`src/rtl/led_mode_ctrl_if.sv`:
```
// Front-panel pin bundle for led_mode_ctrl: raw push-switches in, LEDs out.
interface led_mode_ctrl_if;
  logic i_Switch_1;
  logic i_Switch_2;
  logic i_Switch_3;
  logic o_LED_1;
  logic o_LED_2;
  logic o_LED_3;
  logic o_LED_4;

  modport master (
    output i_Switch_1, i_Switch_2, i_Switch_3,
    input  o_LED_1, o_LED_2, o_LED_3, o_LED_4
  );

  modport slave (
    input  i_Switch_1, i_Switch_2, i_Switch_3,
    output o_LED_1, o_LED_2, o_LED_3, o_LED_4
  );
endinterface

```
`src/rtl/led_mode_ctrl.sv`:
```
// Go Board front-panel controller: switch sync/debounce, 4-mode FSM stepped by
// switch 3 release, LED 1 logic function or blink, mode and switch 3 on LEDs 2-4.
module led_mode_ctrl #(
  parameter int unsigned DEBOUNCE_LIMIT = 250000,
  parameter int unsigned BLINK_LIMIT    = 12500000
) (
  input logic            i_Clk,
  input logic            i_Rst_L,
  led_mode_ctrl_if.slave pins
);

  localparam int unsigned NSW    = 3;
  localparam int unsigned CNT_W  = $clog2(DEBOUNCE_LIMIT);
  localparam int unsigned BCNT_W = $clog2(BLINK_LIMIT);
  localparam logic [CNT_W-1:0]  CNT_ARM   = CNT_W'(DEBOUNCE_LIMIT - 2);
  localparam logic [BCNT_W-1:0] BCNT_LAST = BCNT_W'(BLINK_LIMIT - 1);

  typedef enum logic [1:0] {
    MODE_AND   = 2'b00,
    MODE_OR    = 2'b01,
    MODE_XOR   = 2'b10,
    MODE_BLINK = 2'b11
  } mode_t;

  logic [NSW-1:0]    raw;
  logic [NSW-1:0]    sync1;
  logic [NSW-1:0]    sync2;
  logic [NSW-1:0]    deb;
  logic              deb3_prev;
  mode_t             mode;
  logic [BCNT_W-1:0] bcnt;
  logic              blink;

  assign raw = {pins.i_Switch_3, pins.i_Switch_2, pins.i_Switch_1};

  // Two-flop synchronizer for all three pins
  always_ff @(posedge i_Clk or negedge i_Rst_L) begin
    if (!i_Rst_L) begin
      sync1 <= '0;
      sync2 <= '0;
    end else begin
      sync1 <= raw;
      sync2 <= sync1;
    end
  end

  // Per-switch debounce: sync2 supplies the first L-1 differing samples and
  // sync1 the L-th, so the accepted level lands L edges after sync1 changes.
  for (genvar g = 0; g < NSW; g++) begin : g_deb
    logic [CNT_W-1:0] cnt;
    logic             deb_q;

    always_ff @(posedge i_Clk or negedge i_Rst_L) begin
      if (!i_Rst_L) begin
        cnt   <= '0;
        deb_q <= 1'b0;
      end else if (sync2[g] != deb_q) begin
        if (cnt == CNT_ARM && sync1[g] != deb_q) begin
          deb_q <= sync1[g];
          cnt   <= '0;
        end else begin
          cnt <= cnt + CNT_W'(1);
        end
      end else begin
        cnt <= '0;
      end
    end

    assign deb[g] = deb_q;
  end

  // Mode FSM: one step per debounced release of switch 3
  always_ff @(posedge i_Clk or negedge i_Rst_L) begin
    if (!i_Rst_L) begin
      deb3_prev <= 1'b0;
      mode      <= MODE_AND;
    end else begin
      deb3_prev <= deb[2];
      if (deb3_prev && !deb[2]) begin
        case (mode)
          MODE_AND: mode <= MODE_OR;
          MODE_OR:  mode <= MODE_XOR;
          MODE_XOR: mode <= MODE_BLINK;
          default:  mode <= MODE_AND;
        endcase
      end
    end
  end

  // Blink generator, parked at zero outside BLINK so each entry starts dark
  always_ff @(posedge i_Clk or negedge i_Rst_L) begin
    if (!i_Rst_L) begin
      bcnt  <= '0;
      blink <= 1'b0;
    end else if (mode != MODE_BLINK) begin
      bcnt  <= '0;
      blink <= 1'b0;
    end else if (bcnt == BCNT_LAST) begin
      bcnt  <= '0;
      blink <= ~blink;
    end else begin
      bcnt <= bcnt + BCNT_W'(1);
    end
  end

  always_ff @(posedge i_Clk or negedge i_Rst_L) begin
    if (!i_Rst_L) begin
      pins.o_LED_1 <= 1'b0;
      pins.o_LED_2 <= 1'b0;
      pins.o_LED_3 <= 1'b0;
      pins.o_LED_4 <= 1'b0;
    end else begin
      case (mode)
        MODE_AND: pins.o_LED_1 <= deb[0] & deb[1];
        MODE_OR:  pins.o_LED_1 <= deb[0] | deb[1];
        MODE_XOR: pins.o_LED_1 <= deb[0] ^ deb[1];
        default:  pins.o_LED_1 <= blink;
      endcase
      pins.o_LED_2 <= mode[1];
      pins.o_LED_3 <= mode[0];
      pins.o_LED_4 <= deb[2];
    end
  end

endmodule

```
`src/flat_wrapper.sv`:
```
// flat-port wrapper written by rule: the top's interface ports become plain ports
module led_mode_ctrl_flat 
#(
  parameter int unsigned DEBOUNCE_LIMIT = 250000,
  parameter int unsigned BLINK_LIMIT    = 12500000
)
  (i_Clk, i_Rst_L, pins_i_Switch_1, pins_i_Switch_2, pins_i_Switch_3, pins_o_LED_1, pins_o_LED_2, pins_o_LED_3, pins_o_LED_4);
  led_mode_ctrl_if pins_i ();
  input logic i_Clk;
  input logic i_Rst_L;
  input wire logic [$bits(pins_i.i_Switch_1)-1:0] pins_i_Switch_1;
  input wire logic [$bits(pins_i.i_Switch_2)-1:0] pins_i_Switch_2;
  input wire logic [$bits(pins_i.i_Switch_3)-1:0] pins_i_Switch_3;
  output wire logic [$bits(pins_i.o_LED_1)-1:0] pins_o_LED_1;
  output wire logic [$bits(pins_i.o_LED_2)-1:0] pins_o_LED_2;
  output wire logic [$bits(pins_i.o_LED_3)-1:0] pins_o_LED_3;
  output wire logic [$bits(pins_i.o_LED_4)-1:0] pins_o_LED_4;
  assign pins_i.i_Switch_1 = pins_i_Switch_1;
  assign pins_i.i_Switch_2 = pins_i_Switch_2;
  assign pins_i.i_Switch_3 = pins_i_Switch_3;
  assign pins_o_LED_1 = pins_i.o_LED_1;
  assign pins_o_LED_2 = pins_i.o_LED_2;
  assign pins_o_LED_3 = pins_i.o_LED_3;
  assign pins_o_LED_4 = pins_i.o_LED_4;
  led_mode_ctrl #(.DEBOUNCE_LIMIT(DEBOUNCE_LIMIT), .BLINK_LIMIT(BLINK_LIMIT)) u_core (.i_Clk(i_Clk), .i_Rst_L(i_Rst_L), .pins(pins_i));
endmodule
```
`config.mk`:
```
export PLATFORM = sky130hd
export DESIGN_NAME = led_mode_ctrl_flat
export DESIGN_NICKNAME = d
export VERILOG_FILES = /design/src/rtl/led_mode_ctrl_if.sv /design/src/rtl/led_mode_ctrl.sv /design/src/flat_wrapper.sv
export SDC_FILE = /design/constraint.sdc
export NUM_CORES = 1
export LEC_CHECK = 0
export CELL_PAD_IN_SITES_DETAIL_PLACEMENT = 1
export CELL_PAD_IN_SITES_GLOBAL_PLACEMENT = 1
export CORE_MARGIN = 8
export CORE_UTILIZATION = 53
export CTS_CLUSTER_DIAMETER = 120
export CTS_CLUSTER_SIZE = 14
export DETAILED_ROUTE_END_ITERATION = 16
export PLACE_DENSITY_LB_ADDON = 0.12
export SETUP_SLACK_MARGIN = 0.1
export SLEW_MARGIN = 20
export SYNTH_ARGS = -nofsm -noshare
export SYNTH_HDL_FRONTEND = slang
export SYNTH_SLANG_ARGS = --single-unit
```
`constraint.sdc`:
```
create_clock -name i_Clk -period 3.05 [get_ports i_Clk]
set_input_delay 0.61 -clock i_Clk [delete_from_list [all_inputs] [get_ports i_Clk]]
set_output_delay 0.61 -clock i_Clk [all_outputs]
set_load 0.02 [all_outputs]
```
After elaboration in Yosys (flattened, before gate mapping) --
Cells that the tools add are included.
Word-level totals: register bits after elaboration 94, bits of input ports 5, output and inout bits 4, logic and storage cells 58
Operators by class: $add $sub $neg 4, equal/unequal tests 13, muxes and demuxes 12, bitwise logic cells 4, reduce and logical (&&, ||, !) cells 10
Operator list (number):
- $mux W18 | 6
- $add A18 B1 Y18 const B | 3
- $eq A18 B18 Y1 const B | 3
- $mux W24 | 2
- $add A24 B1 Y24 const B | 1
- $eq A24 B24 Y1 const B | 1
- $ne A1 B1 Y1 | 6
- $pmux W2 S3 | 1
- $reduce_and A2 Y1 | 3
- $logic_and A1 B1 Y1 | 4
- $pmux W1 S3 | 1
- $eq A2 B1 Y1 const B | 1
- $eq A2 B2 Y1 const B | 1
- $logic_not A2 Y1 | 1
- $mux W1 | 2
- $ne A2 B2 Y1 const B | 1
- $reduce_bool A2 Y1 | 1
- $and A1 B1 Y1 | 1
- $logic_not A1 Y1 | 1
- $not A1 Y1 | 1
- $or A1 B1 Y1 | 1
- $xor A1 B1 Y1 | 1

Depth between registers and ports, before layout --
depth in word-level cells 4, mapped depth 7, gate-level depth less buffers 6

Worst setup path before layout --
OpenSTA, ideal clock, no wires.
path kind reg-to-reg, from register u_core.bcnt[0], to register u_core.bcnt[20], setup time 77 ps, arrival time 1956 ps, required time 2973 ps, setup slack 1016 ps, stages on the path, launching flop included 7, buffers on the path 1, clock period less this slack 2034 ps, cells stage by stage dfrtp_1 -> ha_1 -> nand4_4 -> or4_1 -> buf_2 -> or4_1 -> a21oi_1
Between the ends: cells in the longest elaborated chain, start to end 3, elaborated cells between the ends (all ways) 4, classes of those cells add/sub (1); eq/ne (1); mux (2)
Ends and longest elaborated chain:
- start: declaration | RTL line led_mode_ctrl.sv:31 | logic [BCNT_W-1:0] bcnt;
- start signal: assignment | RTL line led_mode_ctrl.sv:102 | bcnt <= bcnt + BCNT_W'(1);
- $add A24 B1 Y24 / $eq A24 B24 Y1 (equally long branches) | RTL line led_mode_ctrl.sv:102, led_mode_ctrl.sv:98
- $mux W24 * | RTL line led_mode_ctrl.sv:98 | end else if (bcnt == BCNT_LAST) begin
- $mux W24 * | RTL line led_mode_ctrl.sv:95 | end else if (mode != MODE_BLINK) begin
Every way passes the cells marked *; elsewhere a longest branch is shown, timed or not. A chain may end at the register's enable or synchronous reset.

Final worst setup path --
from register u_core.bcnt[0], to register u_core.bcnt[22]
Same word-level chain as after synthesis.

==> flow_metrics.env <==
export IMPL_cts_clk_slew_worst_paths_ns=0.09
export IMPL_clock_skew_final_ns=0.0132
export IMPL_largest_incremental_delay_on_the_critical_path_ns=0.70
export IMPL_clk_path_buf_depth=2
export IMPL_yosysTopAreaCell="dfrtp_1"
export IMPL_vdd_ir_drop_worst_mv=0.244
export IMPL_floorplan_initialDensity=0.542
export IMPL_route_detailed_vias_per_inst=5.99
export IMPL_floorplan_die_area_um2=12100
export IMPL_final_antenna_net_count=0
export IMPL_clockRootBuffer="clkbuf_8"
export IMPL_grt_first_pass_wirelength_um=18300
export IMPL_yosysWarningCount=0
export IMPL_coreArea_um2=8640
export IMPL_post_cts_resized_instances=0
export IMPL_ff_latch_area_um2=2350
export IMPL_combinationalPowerShare=0.034
export IMPL_power_frac_seq=0.581
export IMPL_post_cts_hold_buffer_count=0
export IMPL_global_route_total_usage_across_every_layer=0.187
export IMPL_worstSetupPathType="reg2reg"
export IMPL_first_global_vias=3864
export IMPL_finalWorstSetupSlack_ns=0.725
export IMPL_setup_worst_path_end_class="flip-flop"
export IMPL_post_synth_num_cell_types=40
export IMPL_dr_total_vias=3594
export IMPL_antenna_cells_inserted=0
export IMPL_layout_cells_sized_above_1=0.0671
export IMPL_mappedNetlistNets=492
export IMPL_final_min_clock_period_ns=2.33
export IMPL_post_dp_hpwl_um=7120
export IMPL_cts_htree_levels=3
export IMPL_status="finished clean"
export IMPL_achievable_frequency_ghz=0.430
export IMPL_synth_seq_area_share=0.503
export IMPL_mostFrequentLayoutCell="dfrtp_1"
export IMPL_swShare=0.241
export IMPL_cts_buffers=9
export IMPL_final_nets=505
export IMPL_drt_pass1_iter_count=5
export IMPL_count_of_buffers_inserted_at_the_top_level_ports=8
export IMPL_min_path_type="in2async"
export IMPL_synth_cell_area_um2=4680
export IMPL_grt_ovfl_total=0
export IMPL_io_pins=9
export IMPL_post_cts_setup_buffer_count=0
export IMPL_timing_max_transition_violations_final=0
export IMPL_cap_viol_max_count=0
export IMPL_net_switching_power_of_the_design_uw=530
export IMPL_register_bit_count_reported_by_yosys=94
export IMPL_setup_violations=0
export IMPL_tritoncts="built"
export IMPL_route_detailed_wl_per_inst_um=17.0
export IMPL_synth_area_per_cell_um2=9.87
export IMPL_worst_skew_pair_late_latency_ns=0.36
export IMPL_grt_setup_unrepaired="no"
export IMPL_drc_errors=0
export IMPL_ys_top_cells_by_area="dfrtp_1 (50%), xnor2_1 (5.4%), nor2_1 (4.5%)"
export IMPL_slew_limit_headroom=0.534
export IMPL_internal_power_uw=1670
export IMPL_grt_antenna_before_repair=0
export IMPL_leakage_uw=0.00199
export IMPL_cts_sinks=94
export IMPL_preCtsSetupSlack_ns=0.739
export IMPL_cpMaxStageDelayCell="or4_1"
export IMPL_route_final_wire_length_um=10200
export IMPL_final_cell_mix="dfrtp_1 (94), nor2_1 (56), nand3_1 (33)"
export IMPL_power_frac_clock=0.384
export IMPL_place_gp_congestion=0.857
export IMPL_critPathArrivalTime_ns=2.60
export IMPL_dieWidth_um=110
export IMPL_initialDrtViolationCount=85
export IMPL_timing_critical_path_mode_cell="or4_1"
export IMPL_crit_path_max_fanout=9
export IMPL_row_count=34
export IMPL_tightestPinTransition_ns=0.694
export IMPL_multi_input_area_um2=2190
export IMPL_syn2layout_area_growth_pct=8.83
export IMPL_syn_inst=474
export IMPL_netlist_area_leader_share=0.503
export IMPL_crit_path_launch_type="flip-flop"
export IMPL_final_period_utilization=0.762
export IMPL_hold_violations=0
export IMPL_power_density_nw_per_um2=432
export IMPL_final_tns_setup_ns=0
export IMPL_chipHeight_um=110
export IMPL_crit_chain="ha_1 -> nand4_4 -> or4_1 -> or4_1 -> a21oi_1"
export IMPL_grt_max_degree=53
export IMPL_cp_required_ns=3.33
export IMPL_fill_cells=978
-- state kept, by name, indices dropped and copies added, names as in the netlist --
name and cells:
u_core.pins.o_LED_3 1, u_core.mode 2, u_core.deb3_prev 1, u_core.pins.o_LED_1 1, u_core.blink 1, u_core.bcnt 24
u_core.sync1 3, u_core.pins.o_LED_2 1, u_core.g_deb.cnt 54, u_core.g_deb.deb_q 3, u_core.sync2 3
-- per-stage QoR --
stage                     hold slack, ns  instance area, um^2  utilization  instances  power [uW]
after floorplan                    0.314                 4680            -        474        1330
after global placement             0.433                 4890        0.567        584        1370
after detailed placement           0.445                 4890        0.567        584        1380
after CTS                          0.244                 5090        0.589        600        2220
after global routing               0.262                 5090        0.589        600        2280
final                              0.237                 5090        0.589        600        2200
-- cell families (layout without fill, tap and decap cells) --
group           after synthesis  after routing  synth area share
simple gates                217            217             0.254
flops                        94             94             0.503
compound gates               64             64            0.0803
xor+xnor                     51             51            0.0955
buf+inv                      33             51            0.0278
fa+ha+maj                    13             13            0.0348
mux                           2              2           0.00455
-- synthesized netlist by cell type, drive strengths merged --
master and instances:
and4 6, inv 22, nand4 22, mux2 1
o21ai 25, a21oi 26, o41ai 1, and2 5
or4 12, nor4 9, nor3 9, nand2b 3
clkbuf 5, nand4b 2, nand3b 1, dfrtp 94
nor2 56, mux2i 1, or2 2, a21boi 1
ha 13, o31ai 7, nor4b 5, a222oi 1
xnor2 29, nor4bb 3, a31o 3, and3 5
xor2 22, nand2 23, or3b 1, nand3 34
or3 19, buf 6
-- final cells by class --
type	count	share of cell area
Clock inverter	6	0.0138
Sequential cell	94	0.462
Clock buffer	10	0.0251
Timing Repair Buffer	13	0.0251
Multi-Input combinational cell	347	0.431
Inverter	22	0.0162
Tap cell	108	0.0265
-- metal layers --
| metal | track usage | routed length (um) | vias up |
|---|---|---|---|
| met1 | 0.241 | 4710 | 1851 |
| met4 | 0.0530 | 100 | 0 |
| met3 | 0.0369 | 207 | 10 |
| li1 | - | - | 1704 |
| met5 | 0 | 0 | - |
| met2 | 0.312 | 5160 | 29 |
-- power by group through the flow --
stage | combinational (uW) | clock, uW | sequential, uW
4_1_cts | 79.0 | 860 | 1280
3_5_place_dp | 77.9 | 0 | 1300
3_3_place_gp | 74.4 | 0 | 1300
5_1_grt | 89.1 | 913 | 1280
2_1_floorplan | 34.1 | 0 | 1300
6_report | 75.8 | 845 | 1280
-- critical path, delay by kind of cell, from the launching register on --
family,cells,cell delay [ns]
adder cells (fa/ha/maj),1,0.30
AO/OA/AOI/OAI,1,0.18
AND/OR/NAND/NOR,3,1.32
flip-flops,1,0.44
-- path summary, 6_finish.rpt --
path,startpoint,endpoint,slack (ns),cells past startpoint
worst max-delay path,u_core.bcnt[0],u_core.bcnt[22],0.72,5
worst min-delay path,i_Rst_L,u_core.bcnt[19],0.24,1
worst max register to register,u_core.bcnt[0],u_core.bcnt[22],0.72,5
worst min register to register,u_core.mode[0],u_core.pins.o_LED_3,0.47,0
max in group asynchronous,i_Rst_L,u_core.deb3_prev,2.14,2
min in group i_Clk,u_core.mode[0],u_core.pins.o_LED_3,0.47,0
Note: power is estimated with default switching activity, not from simulation.
